`src/rtl/inbuf_sched.sv`:
```
// Row-buffer sequencer: loads a host stream row-major into ROWS buffers, then
// issues diagonally skewed read strobes and tracks per-row occupancy.
module inbuf_sched #(
    parameter int WORDLEN = 8,
    parameter int ROWS    = 4,
    parameter int DEPTH   = 16,
    parameter int KW      = 5
) (
    input  logic               clk,
    input  logic               rstn,
    input  logic               start,
    input  logic [KW-1:0]      k_len,
    input  logic               in_valid,
    output logic               in_ready,
    input  logic [WORDLEN-1:0] in_data,
    output logic [WORDLEN-1:0] buf_din,
    output logic [ROWS-1:0]    buf_write,
    output logic [ROWS-1:0]    buf_read,
    output logic               busy,
    output logic               done,
    output logic               cfg_err,
    output logic               occ_err,
    output logic [1:0]         dbg_state
);

    // Handshake: a host word moves on any rising clk edge where in_valid and
    // in_ready are both high; in_valid may change freely while in_ready is low.

    localparam int RW = (ROWS > 1) ? $clog2(ROWS) : 1;
    localparam int TW = $clog2(DEPTH + ROWS) + 1;

    typedef enum logic [1:0] {
        IDLE   = 2'd0,
        LOAD   = 2'd1,
        STREAM = 2'd2,
        DONE   = 2'd3
    } state_t;

    state_t          state, state_nx;
    logic [KW-1:0]   k_q;
    logic [KW-1:0]   wcnt;
    logic [RW-1:0]   row;
    logic            drain;
    logic [TW-1:0]   t_q;
    logic [TW-1:0]   k_ext;
    logic [TW-1:0]   t_last;
    logic            k_ok;
    logic            xfer;
    logic [ROWS-1:0] row_hot;
    logic [KW-1:0]   occ [ROWS];
    logic [ROWS-1:0] wr_full;
    logic [ROWS-1:0] rd_empty;

    assign k_ok      = (k_len != '0) && (k_len <= KW'(DEPTH));
    assign in_ready  = (state == LOAD) && !drain;
    assign xfer      = in_valid && in_ready;
    assign busy      = (state == LOAD) || (state == STREAM);
    assign done      = (state == DONE);
    assign dbg_state = state;
    assign k_ext     = TW'(k_q);
    assign t_last    = k_ext + TW'(ROWS - 2);

    always_ff @(posedge clk) begin
        if (!rstn) state <= IDLE;
        else       state <= state_nx;
    end

    always_comb begin
        state_nx = state;
        case (state)
            IDLE:   if (start && k_ok) state_nx = LOAD;
            LOAD:   if (drain) state_nx = STREAM;
            STREAM: if (t_q == t_last) state_nx = DONE;
            DONE:   state_nx = IDLE;
            default: state_nx = IDLE;
        endcase
    end

    always_comb begin
        row_hot = '0;
        row_hot[row] = 1'b1;
    end

    // drain holds LOAD for the cycle of the final write, so streaming starts
    // only after the last row buffer is complete.
    always_ff @(posedge clk) begin
        if (!rstn) begin
            k_q       <= '0;
            wcnt      <= '0;
            row       <= '0;
            drain     <= 1'b0;
            t_q       <= '0;
            buf_din   <= '0;
            buf_write <= '0;
            cfg_err   <= 1'b0;
        end else begin
            buf_write <= '0;
            cfg_err   <= 1'b0;
            case (state)
                IDLE: begin
                    if (start) begin
                        if (k_ok) begin
                            k_q   <= k_len;
                            wcnt  <= '0;
                            row   <= '0;
                            drain <= 1'b0;
                        end else begin
                            cfg_err <= 1'b1;
                        end
                    end
                end
                LOAD: begin
                    t_q <= '0;
                    if (xfer) begin
                        buf_din   <= in_data;
                        buf_write <= row_hot;
                        if (wcnt == k_q - 1'b1) begin
                            wcnt <= '0;
                            if (row == RW'(ROWS - 1)) drain <= 1'b1;
                            else                      row   <= row + 1'b1;
                        end else begin
                            wcnt <= wcnt + 1'b1;
                        end
                    end
                end
                STREAM: t_q <= t_q + 1'b1;
                default: ;
            endcase
        end
    end

    // Row r is read during the K cycles starting r cycles after row 0.
    always_comb begin
        buf_read = '0;
        if (state == STREAM) begin
            for (int r = 0; r < ROWS; r++) begin
                buf_read[r] = (t_q >= TW'(r)) && (t_q < TW'(r) + k_ext);
            end
        end
    end

    always_comb begin
        for (int r = 0; r < ROWS; r++) begin
            wr_full[r]  = buf_write[r] && (occ[r] == KW'(DEPTH));
            rd_empty[r] = buf_read[r] && (occ[r] == '0);
        end
    end

    always_ff @(posedge clk) begin
        if (!rstn) begin
            for (int r = 0; r < ROWS; r++) occ[r] <= '0;
            occ_err <= 1'b0;
        end else begin
            for (int r = 0; r < ROWS; r++) begin
                if (buf_write[r] && !buf_read[r] && !wr_full[r])
                    occ[r] <= occ[r] + 1'b1;
                else if (buf_read[r] && !buf_write[r] && !rd_empty[r])
                    occ[r] <= occ[r] - 1'b1;
            end
            occ_err <= occ_err | (|wr_full) | (|rd_empty);
        end
    end

endmodule

```
`config.mk`:
```
export PLATFORM = sky130hd
export DESIGN_NAME = inbuf_sched
export DESIGN_NICKNAME = d
export VERILOG_FILES = /design/src/rtl/inbuf_sched.sv
export SDC_FILE = /design/constraint.sdc
export NUM_CORES = 1
export LEC_CHECK = 0
export CAP_MARGIN = 10
export CORE_MARGIN = 8
export CORE_UTILIZATION = 55
export CTS_BUF_LIST = sky130_fd_sc_hd__clkbuf_4 sky130_fd_sc_hd__clkbuf_8
export CTS_CLUSTER_DIAMETER = 120
export CTS_CLUSTER_SIZE = 24
export DETAILED_ROUTE_END_ITERATION = 6
export PLACE_DENSITY = 0.88
export SLEW_MARGIN = 10
export SYNTH_ARGS = -nofsm -noshare
export SYNTH_HDL_FRONTEND = slang
export SYNTH_SLANG_ARGS = --single-unit
```
`constraint.sdc`:
```
create_clock -name clk -period 4 [get_ports clk]
set_clock_uncertainty 0.05 [all_clocks]
set_input_delay 0.8 -clock clk [delete_from_list [all_inputs] [get_ports clk]]
set_output_delay 0.8 -clock clk [all_outputs]
set_load 0.1 [all_outputs]
```
==> flow_summary_export.csv <==
group,metric,value,unit
run_status,status,"finished clean",
synthesis,ys_warn_count,0,
worst_hold_path,holdPathEnd,"buf_din[3]",
global_routing,grt_max_degree,25,
sta,rsz0062_at_grt,"false",
sta,period_share,94.26,%
setup_path,start_kind,"flop",
synthesis,yosysMostFrequentCell,"ha_1",
synthesis,syn_nets,512,
place,gp_congestion,0.9211,
setup_path,critPathKind,"flop to output port",
synthesis,synthFlopType,"dfxtp_1",
cells_and_area,fin_area,4677,µm²
clocking,cts_hold_buf,0,
clocking,cts-root-buf,"clkbuf_8",
place,io_buffers,39,
clocking,path_clk_slew,110,ps
cells_and_area,drive_above_1_share,10.19,%
setup_path,cp.required,3150,ps
die,start_util,55.86,%
global_routing,grt_antenna_before_repair,0,
setup_path,critPathCaptureType,"output port",
place,post-place-ws,179.7,ps
place,placed_cell_area,4583,µm²
sta,setup_viol,0,
clocking,cts_setup_buffers,0,
synthesis,synth-xor-area-share,8.129,%
setup_path,reg2reg_depth,16,
synthesis,synth_fa_ha_area_share,17.83,%
cells_and_area,stdcell_count,580,
cells_and_area,nFillCells,573,
cells_and_area,post-route-util,65.53,%
clocking,numCtsBuffers,5,
synthesis,ys_top_cells_by_count,"ha_1 (52), nand2_1 (43), nor2_1 (40), dfxtp_1 (35), inv_1 (28)",
die,die-area,10230,µm²
synthesis,yosysSeqAreaShare,32.64,%
synthesis,synth.area.mux_share,2.260,%
global_routing,grt_pass1_vias,3400,
routing,drc,0,
synthesis,ys_ff_latch,55,
clocking,insertion_delay,320,ps
setup_path,r2r_start,"k_q[1]",
worst_hold_path,min_from,"buf_din[3]",
synthesis,yosys-top-cells-area,"dfxtp_1 (18%), ha_1 (16%), edfxtp_1 (15%), xnor2_1 (5.1%), nand2_1 (4.0%)",
synthesis,synth_top_cell_by_area,"dfxtp_1",
synthesis,synth_cell_types,58,
sta,fmax,0.2652,GHz
die,ios,40,
synthesis,synthCells,440,
synthesis,synth_top_family_by_area,"simple AND/OR/NAND/NOR gates",
power,power_density,392.4,nW/µm²
setup_path,reg2reg_to,"occ[1][4]",
worst_hold_path,hold_path_class,"flop to flop",
die,die_x,101.1,µm
routing,drtPass1Iterations,4,
routing,ant_nets,0,
sta,hold_viol_final,0,
routing,routedWlPerCell,16.42,µm
synthesis,synth_simple_gate_area_share,21.41,%
synthesis,synth_enable_flop_cells,20,
die,die_h,101.1,µm
synthesis,synthArstFlopShare,0,%
global_routing,grt_overflow,0,
power,ir_drop,0.4610,mV
synthesis,syn_area,3986,µm²
clocking,cts_num_sinks,55,
global_routing,grt_usage,19.15,%
routing,routed_wl,9526,µm
setup_path,critical_path_arrival,2920,ps
worst_hold_path,hold_path_depth,2,
cells_and_area,antenna_cells,0,
die,placementRows,31,
clocking,cts_tree,"built",
routing,via_per_inst,5.872,
sta,worst_slew_pin_slew,996.2,ps
cells_and_area,syn_to_final_growth,17.33,%
clocking,ctsResizeCount,0,
routing,vias,3406,
setup_path,cp_max_fo,7,
place,dp.cells,572,
clocking,clock_path_buffers,2,
synthesis,synth_compound_area_share,13.72,%
cells_and_area,final_nets,552,
run,drv_cap,0,
sta,hold_ws,412.7,ps
routing,drt_iter0_markers,287,
setup_path,ff2ff_setup_slack,270,ps
sta,slew_viol_final,0,
sta,final.min_clock_period,3770,ps
die,core,7137,µm²
power,p_leak,1.869,nW
global_routing,grt_pass1_wl,15770,µm
synthesis,postSynthAreaPerCell,9.060,µm²
synthesis,synth_top_area_share,17.58,%
sta,relSlewSlack,33.38,%
place,detailed_place_hpwl,7290,µm
clocking,cts-htree-levels,2,
sta,fin_ws,229.5,ps
worst max path at each step:
stage | start | to
3_5_place_dp | k_q[1] | occ[1][4]
5_1_grt | k_q[1] | occ[1][4]
2_1_floorplan | k_q[2] | occ[2][4]
6_report | k_q[1] | buf_read[3]
3_3_place_gp | k_q[1] | occ[1][4]
4_1_cts | k_q[1] | occ[1][4]
power by group:
| part | total [mW] | switching, mW | internal, mW |
|---|---|---|---|
| Sequential | 0.691 | 0.0635 | 0.628 |
| Clock | 0.331 | 0.203 | 0.127 |
| Combinational | 0.813 | 0.551 | 0.262 |
sequential cells by signal, indices dropped and copies added (netlist names):
| signal | flops |
|---|---|
| k_q | 5 |
| dbg_state | 2 |
| row | 2 |
| cfg_err | 1 |
| t_q | 6 |
| buf_din | 8 |
| buf_write | 4 |
| occ | 20 |
| occ_err | 1 |
| drain | 1 |
| wcnt | 5 |
metal layers:
metal / wire, µm / vias to the layer above / track usage [%] / part of all wire [%]
met3: 517 / 23 / 4.605 / 5.4
li1: - / 1635 / - / -
met2: 4732 / 110 / 33.60 / 50
met5: 0 / - / 0 / 0
met1: 4060 / 1638 / 22.42 / 43
met4: 216 / 0 / 5.956 / 2.3
worst max-delay path, cell delays in order, from the launching register on:
cell and delay [ps]:
dfxtp_2 420, inv_1 160, ha_1 270, a21oi_1 180, xnor2_1 170, ha_1 280
a211oi_1 340, a21oi_1 210, nor2_2 330, buf_12 220
per-stage QoR:
step / TNS [ps] / power [mW]
after floorplan: -473.9 / 1.324
after CTS: 0 / 1.833
final: 0 / 1.835
after global routing: 0 / 1.928
after global placement: 0 / 1.481
after detailed placement: 0 / 1.510
kinds of logic after synthesis:
family                   Yosys count
XOR/XNOR                          37
AO/OA/AOI/OAI                     79
buffers and inverters             42
multiplexers                       9
AND/OR/NAND/NOR                  163
adder cells (fa/ha/maj)           55
flip-flops                        55
area by class of cell:
cell class | count | area [µm²] | share of cell area (%)
inverters | 30 | 115.1 | 2.461
clock buffers | 5 | 68.82 | 1.471
well taps | 99 | 123.9 | 2.648
repair buffers | 45 | 457.9 | 9.791
multi-input cells | 343 | 2581 | 55.19
flip-flops and latches | 55 | 1306 | 27.93
clock inverters | 3 | 23.77 | 0.5083
placed cells by master (no fill, tap or decap), types with 3 or more instances in the layout:
cell,Yosys,final
a21o_1,8,8
a21oi_1,27,26
a31o_2,3,3
a31oi_1,4,4
and2_1,3,3
and3_1,9,9
buf_12,0,3
buf_4,0,9
clkbuf_8,0,5
clkdlybuf4s50_1,0,33
dfxtp_1,35,31
dfxtp_2,0,4
edfxtp_1,20,20
ha_1,52,48
ha_4,0,3
inv_1,28,26
mux2i_1,9,9
nand2_1,43,43
nand2b_1,6,6
nand3_1,10,9
nand4_1,9,9
nor2_1,40,39
nor2b_1,10,9
nor3_1,6,6
nor3b_1,5,5
nor4_1,5,5
o21ai_0,10,10
o221ai_1,3,3
or3_1,4,4
xnor2_1,23,23
xor2_1,14,14
Note: power is estimated with default switching activity, not from simulation.
